--- config.mk ---
export PLATFORM = sky130hd
export DESIGN_NAME = alu_ctrl
export DESIGN_NICKNAME = d
export VERILOG_FILES = /design/src/rtl/alu_ctrl.sv
export SDC_FILE = /design/constraint.sdc
export NUM_CORES = 1
export LEC_CHECK = 0
export ABC_AREA = 0
export CORE_ASPECT_RATIO = 0.75
export CORE_MARGIN = 1
export CORE_UTILIZATION = 34
export CTS_CLUSTER_DIAMETER = 50
export DETAILED_ROUTE_END_ITERATION = 16
export HOLD_SLACK_MARGIN = 0.06
export PLACE_DENSITY = 0.75
export SYNTH_ARGS = -nofsm -noshare
export SYNTH_HDL_FRONTEND = slang
export SYNTH_SLANG_ARGS = --single-unit
--- constraint.sdc ---
create_clock -name clk -period 1.4 [get_ports clk]
set_clock_uncertainty 0.05 [all_clocks]
set_input_delay 0.21 -clock clk [delete_from_list [all_inputs] [get_ports clk]]
set_output_delay 0.21 -clock clk [all_outputs]
set_load 0.02 [all_outputs]
--- src/rtl/alu_ctrl.sv ---
// Two-requester front end for a shared 4-bit ALU: arbitrates, registers the operands, captures the result.
// Define ALU_CTRL_RR_EN for round-robin arbitration; the default build is fixed priority with requester 0 first.
module alu_ctrl (
  input  logic       clk,
  input  logic       rst_n,
  input  logic       req0_valid,
  output logic       req0_ready,
  input  logic [3:0] req0_a,
  input  logic [3:0] req0_b,
  input  logic [1:0] req0_sel,
  input  logic       req1_valid,
  output logic       req1_ready,
  input  logic [3:0] req1_a,
  input  logic [3:0] req1_b,
  input  logic [1:0] req1_sel,
  output logic [3:0] alu_a,
  output logic [3:0] alu_b,
  output logic [1:0] alu_sel,
  input  logic [3:0] alu_out,
  input  logic       alu_carry,
  output logic       rsp_valid,
  input  logic       rsp_ready,
  output logic       rsp_id,
  output logic [3:0] rsp_data,
  output logic       rsp_carry,
  output logic       busy
);

  typedef enum logic [1:0] {
    IDLE = 2'd0,
    EXEC = 2'd1,
    RESP = 2'd2
  } state_t;

  state_t state_q, state_d;
  logic   accept;
  logic   grant_id;

`ifdef ALU_CTRL_RR_EN
  logic last_grant_q;

  // Reset value 1 makes requester 0 the winner of the first contention.
  always_ff @(posedge clk or negedge rst_n) begin
    if (!rst_n)      last_grant_q <= 1'b1;
    else if (accept) last_grant_q <= grant_id;
  end
`endif

  // NOTE: every combinational output gets a default before any branch, so no latch is inferred.
  always_comb begin
    grant_id = req1_valid & ~req0_valid;
    if (req0_valid && req1_valid) begin
`ifdef ALU_CTRL_RR_EN
      grant_id = ~last_grant_q;
`else
      grant_id = 1'b0;
`endif
    end
  end

  assign accept = (state_q == IDLE) && (req0_valid || req1_valid);

  // Ready is combinational from the requests, so it is gated with rst_n to read 0 throughout reset.
  assign req0_ready = rst_n && accept && !grant_id;
  assign req1_ready = rst_n && accept &&  grant_id;

  always_comb begin
    state_d = state_q;
    case (state_q)
      IDLE:    if (accept) state_d = EXEC;
      EXEC:    state_d = RESP;
      RESP:    if (rsp_ready) state_d = IDLE;
      default: state_d = IDLE;
    endcase
  end

  // NOTE: sequential state uses non-blocking assignments so every register samples pre-edge values.
  always_ff @(posedge clk or negedge rst_n) begin
    if (!rst_n) begin
      state_q   <= IDLE;
      alu_a     <= '0;
      alu_b     <= '0;
      alu_sel   <= '0;
      rsp_id    <= 1'b0;
      rsp_data  <= '0;
      rsp_carry <= 1'b0;
    end else begin
      state_q <= state_d;
      if (accept) begin
        alu_a   <= grant_id ? req1_a   : req0_a;
        alu_b   <= grant_id ? req1_b   : req0_b;
        alu_sel <= grant_id ? req1_sel : req0_sel;
        rsp_id  <= grant_id;
      end
      // Carry is captured for logic ops too; the consumer decides whether it matters.
      if (state_q == EXEC) begin
        rsp_data  <= alu_out;
        rsp_carry <= alu_carry;
      end
    end
  end

  assign rsp_valid = (state_q == RESP);
  assign busy      = (state_q != IDLE);

endmodule

==> results.md, run 1 <==
- Status: complete, but fails checks
- Failing checks: negative setup slack
- Layout fillers: between 150 and 200
- Final HPWL DP: 1510 um
- CP Data Required Time: 1.14 ns
- Yosys reg bits: 18
- Area grow syn2layout: 78.5%
- Yosys top cell by area: dfrtp_1
- Static Leakage: about 0.00076 uW
- F_max: around 0.64 GHz
- Delay-heaviest family, CP: flip-flops
- Setup tns final: -0.879 ns
- DR vias/cell: between 4 and 5
- Final min period: 1.55 ns
- Leading cell type in the layout, fill and taps excluded: clkdlybuf4s50_1
- Core Rows: 15
- GRT Resource Usage Total: approximately 19%
- Most frequent CP cell: buf_6
- Clock-pin slew of the registers on the worst-case setup and hold paths: between 0.1 and 0.15 ns
- PwrDens: 2000 nW/um^2
- Congestion Overflow GR: 0
- First DRT Iteration DRCs: 10
- Mean Syn Cell Area: 15.4 um^2
- Fin worst setup slack: -0.152 ns
- RSZ-0062 raised after global routing: true
- Crit-path cells: nor2_4 > buf_6 > and3_4 > buf_6
- Sequential-to-total area share from yosys stat: 50.6%
- Synth Net Count: a little under 90
- Most frequent cells in the layout: 27 x clkdlybuf4s50_1, 19 x mux2_4, 18 x dfrtp_1, 18 x dlygate4sd2_1
- Max-cap violations: 0
- DP Worst Slack: -0.462 ns
- Core ar.: between 2000 and 2500 um^2
- Pin count of the biggest net entering global routing: 19
- Netlist cell types: 13
- Vias in the first global route: a little under 800
- CP max stage delay: around 0.43 ns
- Tightest Hold Check Type: in2async
- Yosys Warn Count: 0
- Final setup violation count: 14
- Clock tree buffer depth: 2
- First-pass DRT Iterations: 2
- Worst-Margin Slew: roughly 0.27 ns
- Number of antenna violations at the first check in global routing: 0
- CTS Sinks: 18
- DIE HEIGHT: between 40 and 50 um
- Crit path max fanout: 4
- CP Buf/Inv Count: 2
- WL per Instance: 13.6 um
- CP startpoint kind: flip-flop
- First-pass GRT wire length: 3620 um
- Die Width: between 60 and 70 um
- Via Count: 693
- Count of final hold-check violations: 0
- Initial Util: 37.4%
- Tcrit/Tclk final: 111%
- Critical path endpoint category: output port
- Worst VDD drop: ~0.96 mV
- Layout cells sized above 1: about 44%
- Mapped Area: between 800 and 900 um^2
- DRC viols: 0
- Slew headroom: around four fifths
- Synth area leaders: dfrtp_1 51%, mux2_4 30%, mux2_2 8.8%
- Cells after Synth: 58
- Total CTS buffers: 3
- CP arrival: ~1.3 ns
- TritonCTS clock tree: built
- DIE AREA: 2830 um^2
- PortBufs: 49
- Hold_buf cts: 0
- Final Max Tran Viols: 0
- Antenna fix cells: 0
- Worst path slowest cell: dfrtp_1
- Synth top area share: between 50 and 60%
- Top-Level Pins: 50
- Final wirelength: 2140 um
- H-tree Lvls: 1
- Fin nets: ~150
- Clock root buffer master: clkbuf_4
- Clk_lat worst skew: 0.30 ns
- Antenna-violating nets left: 0
- Critical path type: reg2out
- Gpl congestion: around 0.65
synth_stat cells:
library cell and number:
mux2_2 7, o21ai_0 1, o21a_1 1, nor2b_1 1
buf_6 2, mux2_4 18, nor2_1 1, dfrtp_1 18
a21oi_1 2, inv_1 2, clkbuf_1 1, and3_1 2
nand2b_1 2
final timing paths:
check | start | end | slack, ns | depth (start not counted)
max | state_q[1] | req0_ready | -0.15 | 4
min | rst_n | rsp_id | 0.24 | 2
max reg2reg | state_q[1] | alu_a[1] | -0.08 | 5
min reg2reg | rsp_data[1] | rsp_data[1] | 0.45 | 1
max in group asynchronous | rst_n | alu_sel[1] | 0.85 | 2
min in group clk | req0_valid | rsp_id | 0.38 | 3
cell type report:
class / count / area, um^2 / share of cell area, %
repair buffers: 64 / 608 / 38.2
well taps: 34 / 42.5 / 2.68
flip-flops and latches: 18 / 450 / 28.3
clock buffers: 4 / 36.3 / 2.28
inverters: 2 / 7.51 / 0.472
multi-input cells: 35 / 445 / 28.0
cells by family after synthesis:
kind of cell | Yosys count | synth area share [%]
simple gates | 6 | 3.93
mux | 25 | 39.2
buf+inv | 5 | 3.79
flops | 18 | 50.6
compound gates | 4 | 2.53
report_power, final:
group	total (uW)	switching, uW	internal [uW]
Clock	314	155	159
Combinational	1930	842	1090
Sequential	937	150	787
flip-flops by register name, indices dropped and copies added (netlist names):
name,cells
state_q,2
rsp_data,4
alu_b,4
alu_a,4
rsp_id,1
rsp_carry,1
alu_sel,2
per-stage QoR:
stage	hold slack (ns)	cells	util (%)	instance area, um^2	total power, uW
4_1_cts	0.229	156	66.6	1590	3200
3_3_place_gp	0.436	144	61.2	1460	2710
2_1_floorplan	-0.136	58	-	893	1920
3_5_place_dp	0.443	144	61.2	1460	2740
6_report	0.243	157	66.7	1590	3190
5_1_grt	0.248	157	66.7	1590	3390
routing by layer:
metal	up-vias	global-route usage, %	wire [um]	part of all wire (%)
li1	332	-	-	-
met1	330	21.5	917	43
met2	27	30.4	1020	48
met3	4	9.27	177	8.3
met4	0	5.45	23	1.1
met5	-	0	0	0
what timing repair did:
item | CTS | global route
resized for setup | 47 | 7
gates cloned | 2 | 0
pin swaps | 0 | 1
endpoints found under the setup margin | 30 | 14
setup buffers | 6 | 3
No activity file was read; power rests on OpenSTA's default activity.
==> run 2: changes to the inputs <==
clock period = 1.3 ns   (was 1.4 ns; I/O delays follow)
==> results.md, run 2 (synthesized netlist as in run 1, its figures left out) <==
- Number of antenna violations at the first check in global routing: 0
- Slew headroom: 85.0%
- Fin nets: 153
- PwrDens: about 2200 nW/um^2
- PortBufs: a little under 50
- Final setup violation count: 14
- DP Worst Slack: -0.546 ns
- Critical path endpoint category: flip-flop
- Antenna-violating nets left: 0
- Most frequent cells in the layout: 27 x clkdlybuf4s50_1, 19 x mux2_4, 18 x dfrtp_1
- H-tree Lvls: 1
- Final wirelength: ~2300 um
- Clock-pin slew of the registers on the worst-case setup and hold paths: roughly 0.11 ns
- Post-Layout Cell Count: around 160
- Clock tree buffer depth: 2
- Worst r2r src: state_q[0]
- Fin worst setup slack: -0.178 ns
- F_max: 0.677 GHz
- Critical path launch point: state_q[0]
- Clock root buffer master: clkbuf_4
- CP startpoint kind: flip-flop
- Status: complete, but fails checks
- Most frequent CP cell: buf_12
- First-pass GRT wire length: between 3000 and 4000 um
- DR vias/cell: 4.55
- Static Leakage: around 0.00076 uW
- Crit-path cells: nor2_4 > o21a_4 > buf_12 > buf_12 > mux2_4
- CTS Sinks: 18
- Die Width: between 60 and 70 um
- TritonCTS clock tree: built
- Top flop regs: alu_a: 4 flops, alu_b: 4 flops, rsp_data: 4 flops
- Max-cap violations: 0
- Final min period: approximately 1.5 ns
- Initial Util: between 30% and 40%
- Clk_lat worst skew: just under 0.3 ns
- Area grow syn2layout: 80.1%
- Tcrit/Tclk final: 114%
- First DRT Iteration DRCs: 14
- GRT Resource Usage Total: a little under a fifth
- Gpl congestion: between 0.7 and 0.8
- Antenna fix cells: 0
- Layout fillers: 197
- Top-Level Pins: 50
- Layout cells sized above 1: 44.3%
- CP max stage delay: 0.43 ns
- Count of final hold-check violations: 0
- DRC viols: 0
- Via Count: 710
- Core Rows: 15
- Total CTS buffers: 3
- Pin count of the biggest net entering global routing: 12
- Core ar.: ~2400 um^2
- Crit path max fanout: 6
- First-pass DRT Iterations: 2
- CP arrival: between 1.5 and 2 ns
- Dpl cells: 147
- Tightest Hold Check Type: in2async
- Worst path slowest cell: dfrtp_1
- Worst-Margin Slew: approximately 0.23 ns
- RSZ-0062 raised after global routing: true
- Final Max Tran Viols: 0
- Critical path type: reg2reg
- DIE HEIGHT: 46.3 um
- DIE AREA: about 2800 um^2
- Failing checks: negative setup slack
- CP Data Required Time: around 1.4 ns
- Leading cell type in the layout, fill and taps excluded: clkdlybuf4s50_1
- Final HPWL DP: 1650 um
- WL per Instance: around 15 um
- Worst VDD drop: 1.12 mV
- Vias in the first global route: 779
- Congestion Overflow GR: 0
-- run 2: cell types whose count changed in the layout (fill, tap and decap cells not counted), moves of 2 or more --
cell             before  now
buf_12                1    3
buf_4                 8   10
buf_6                 8    4
clkdlybuf4s15_1       0    5
dlygate4sd2_1        18   13
-- run 2: worst max-delay path, delay by kind of cell, from the launching register on --
| family | cells | cell delay, ns |
|---|---|---|
| flip-flops | 1 | 0.43 |
| multiplexers | 1 | 0.29 |
| buffers and inverters | 2 | 0.22 |
| AND/OR/NAND/NOR | 1 | 0.19 |
| AO/OA/AOI/OAI | 1 | 0.19 |
-- run 2: final timing paths --
kind	slack, ns	to	depth (start not counted)
worst max-delay path	-0.18	alu_b[0]	5
worst min-delay path	0.23	rsp_carry	2
worst max register to register	-0.18	alu_b[0]	5
worst min register to register	0.46	rsp_data[3]	1
max in group asynchronous	0.81	alu_b[3]	2
min in group clk	0.35	rsp_id	3
-- run 2: cell type report --
cell class	count	area (um^2)	share of cell area (%)
repair buffers	63	619	38.6
clock buffers	4	36.3	2.26
flip-flops and latches	18	450	28.1
multi-input cells	35	448	27.9
well taps	34	42.5	2.65
inverters	2	7.51	0.468
-- run 2: what timing repair did --
action / in CTS / in global routing
endpoints found under the setup margin: 30 / 24
pin swaps: 1 / 1
hold buffers: 0 / 0
setup buffers: 2 / 2
resized for setup: 52 / 7
gates cloned: 2 / 0
-- run 2: power breakdown --
part / internal [uW] / total [uW] / switching, uW
clock network: 171 / 349 / 178
registers: 848 / 1010 / 165
logic: 1220 / 2140 / 920
total: 2230 / 3500 / 1260
-- run 2: through the flow --
step	hold slack, ns	power, uW	setup TNS [ns]	area (um^2)	util [%]
floorplan	-0.151	2070	-0.498	893	-
global placement	0.436	2950	-6.23	1480	62.1
detailed placement	0.446	2990	-6.58	1480	62.1
CTS	0.224	3460	-1.89	1590	66.7
global route	0.234	3680	-2.45	1600	67.3
finish	0.226	3500	-1.74	1600	67.3
-- run 2: layer usage --
layer	global-route usage (%)	wire (um)	up-vias
li1	-	-	333
met1	20.3	942	351
met2	32.6	1220	24
met3	7.58	140	2
met4	2.73	8	0
met5	0	0	-
==> run 3: changes to the inputs <==
CORE_MARGIN = not set   (was 1)
PLACE_DENSITY = not set   (was 0.75)
PLACE_DENSITY_LB_ADDON = 0.08   (was not set)
==> results.md, run 3 (synthesized netlist as in run 1, its figures left out) <==
- Tightest Hold Check Type: in2async
- Slew headroom: a little under nine tenths
- Failing checks: negative setup slack
- CP startpoint kind: flip-flop
- Clk_lat worst skew: roughly 0.29 ns
- Area grow syn2layout: 80.3%
- DR vias/cell: ~4.5
- Critical path type: reg2reg
- Switching share of power: a little over a third
- CTS Sinks: 18
- Status: complete, but fails checks
- Clock tree buffer depth: 2
- Number of antenna violations at the first check in global routing: 0
- Final total power: around 3400 uW
- Min Hold Slack: 0.236 ns
- Clock power share: roughly 10%
- Sequential power share: 29.3%
- DRC viols: 0
- Hold_buf cts: 0
- CP arrival: around 1.6 ns
- Vias in the first global route: around 700
- Top flop regs: alu_a: 4 flops, alu_b: 4 flops, rsp_data: 4 flops
- WL per Instance: 13.1 um
- Core Rows: 15
- Leading cell type in the layout, fill and taps excluded: clkdlybuf4s50_1
- Most frequent cells in the layout: 27 x clkdlybuf4s50_1, 19 x mux2_4, 18 x dfrtp_1
- Antenna fix cells: 0
- GRT Resource Usage Total: between 10% and 20%
- Critical path endpoint category: flip-flop
- Initial Util: roughly 37%
- Clock-pin slew of the registers on the worst-case setup and hold paths: ~0.11 ns
- Total CTS buffers: 3
- Top-Level Pins: 50
- Congestion Overflow GR: 0
- PwrDens: ~2100 nW/um^2
- First-pass DRT Iterations: 2
- DIE HEIGHT: ~46 um
- Fin nets: around 160
- Switch Pwr: 1230 uW
- Tcrit/Tclk final: 111%
- Worst-Margin Slew: between 0.2 and 0.25 ns
- Via Count: 707
- Final min period: roughly 1.4 ns
- Final HPWL DP: approximately 1500 um
- RSZ-0062 raised after global routing: true
- Die Width: 61.1 um
- TritonCTS clock tree: built
- Max-cap violations: 0
- Crit path max fanout: 6
- PortBufs: roughly 50
- Clock root buffer master: clkbuf_4
- Final Max Tran Viols: 0
- First DRT Iteration DRCs: 23
- Fin worst setup slack: -0.140 ns
- Antenna-violating nets left: 0
- Cell internal pwr: between 2000 and 2500 uW
- Final wirelength: around 2100 um
- DIE AREA: between 2000 and 3000 um^2
- Final setup violation count: 14
- Gpl congestion: roughly 0.63
- CP Data Required Time: approximately 1.4 ns
- Combinational Power Share: 60.7%
- Length in cells of the worst reg-to-reg path: 5
- First-pass GRT wire length: ~3200 um
- Worst VDD drop: 1.09 mV
- Count of final hold-check violations: 0
- Static Leakage: around 0.00077 uW
- Core ar.: 2380 um^2
- Setup tns final: -1.69 ns
- Layout cells sized above 1: between 40% and 50%
- H-tree Lvls: 1
- Pin count of the biggest net entering global routing: 18
- F_max: between 0.6 and 0.7 GHz
-- run 3: changes by cell type in the layout (fill, tap and decap cells not counted), sizes merged --
cell,before,now
buf,18,20
clkdlybuf4s15,5,2
dlygate4sd2,13,16
-- run 3: final timing paths --
| kind | from | to | slack, ns |
|---|---|---|---|
| setup / recovery | state_q[1] | alu_sel[1] | -0.14 |
| hold / removal | rst_n | rsp_id | 0.24 |
| setup reg to reg | state_q[1] | alu_sel[1] | -0.14 |
| hold reg to reg | rsp_data[0] | rsp_data[0] | 0.46 |
| max in group asynchronous | rst_n | rsp_data[0] | 0.68 |
| min in group clk | req1_valid | rsp_id | 0.38 |
-- run 3: critical path, cell delays in order (launching register included) --
cell and delay [ns]:
dfrtp_1 0.42, nor2_4 0.16, buf_6 0.12, o21a_4 0.14, buf_6 0.14, mux2_4 0.30
-- run 3: timing repair --
item | CTS | global route
hold endpoints to repair | 0 | 0
setup endpoints to repair | 30 | 21
resized for setup | 59 | 3
pin swaps | 1 | 0
setup buffers | 3 | 1
gates cloned | 1 | 0
-- run 3: final cells by class --
| cell class | instances | area, um^2 |
|---|---|---|
| sequential | 18 | 450 |
| multi-input combinational | 35 | 448 |
| inverter | 2 | 7.51 |
| tap | 34 | 42.5 |
| clock buffer | 4 | 36.3 |
| timing repair buffer | 65 | 622 |
| fill | 208 | 777 |
-- run 3: metrics by stage --
step	setup slack, ns	area [um^2]	cells	util (%)
floorplan	-0.0553	893	58	-
global placement	-0.546	1480	149	62.2
detailed placement	-0.566	1480	149	62.2
CTS	-0.130	1590	157	66.8
global route	-0.206	1610	158	67.4
finish	-0.140	1610	158	67.4
-- run 3: metal layers --
layer  vias to the layer above  GRT usage, %  part of all wire (%)
li1                        337             -                     -
met1                       345          21.4                    46
met2                        23          26.1                    48
met3                         2          5.34                   4.8
met4                         0          4.09                  0.68
met5                         -             0                     0
-- run 3: power groups by stage --
stage,clock network [uW],logic (uW),registers [uW]
4_1_cts,359,2040,1010
5_1_grt,377,2210,1050
2_1_floorplan,0,749,1320
6_report,346,2090,1010
3_5_place_dp,0,1960,1010
3_3_place_gp,0,1950,1000
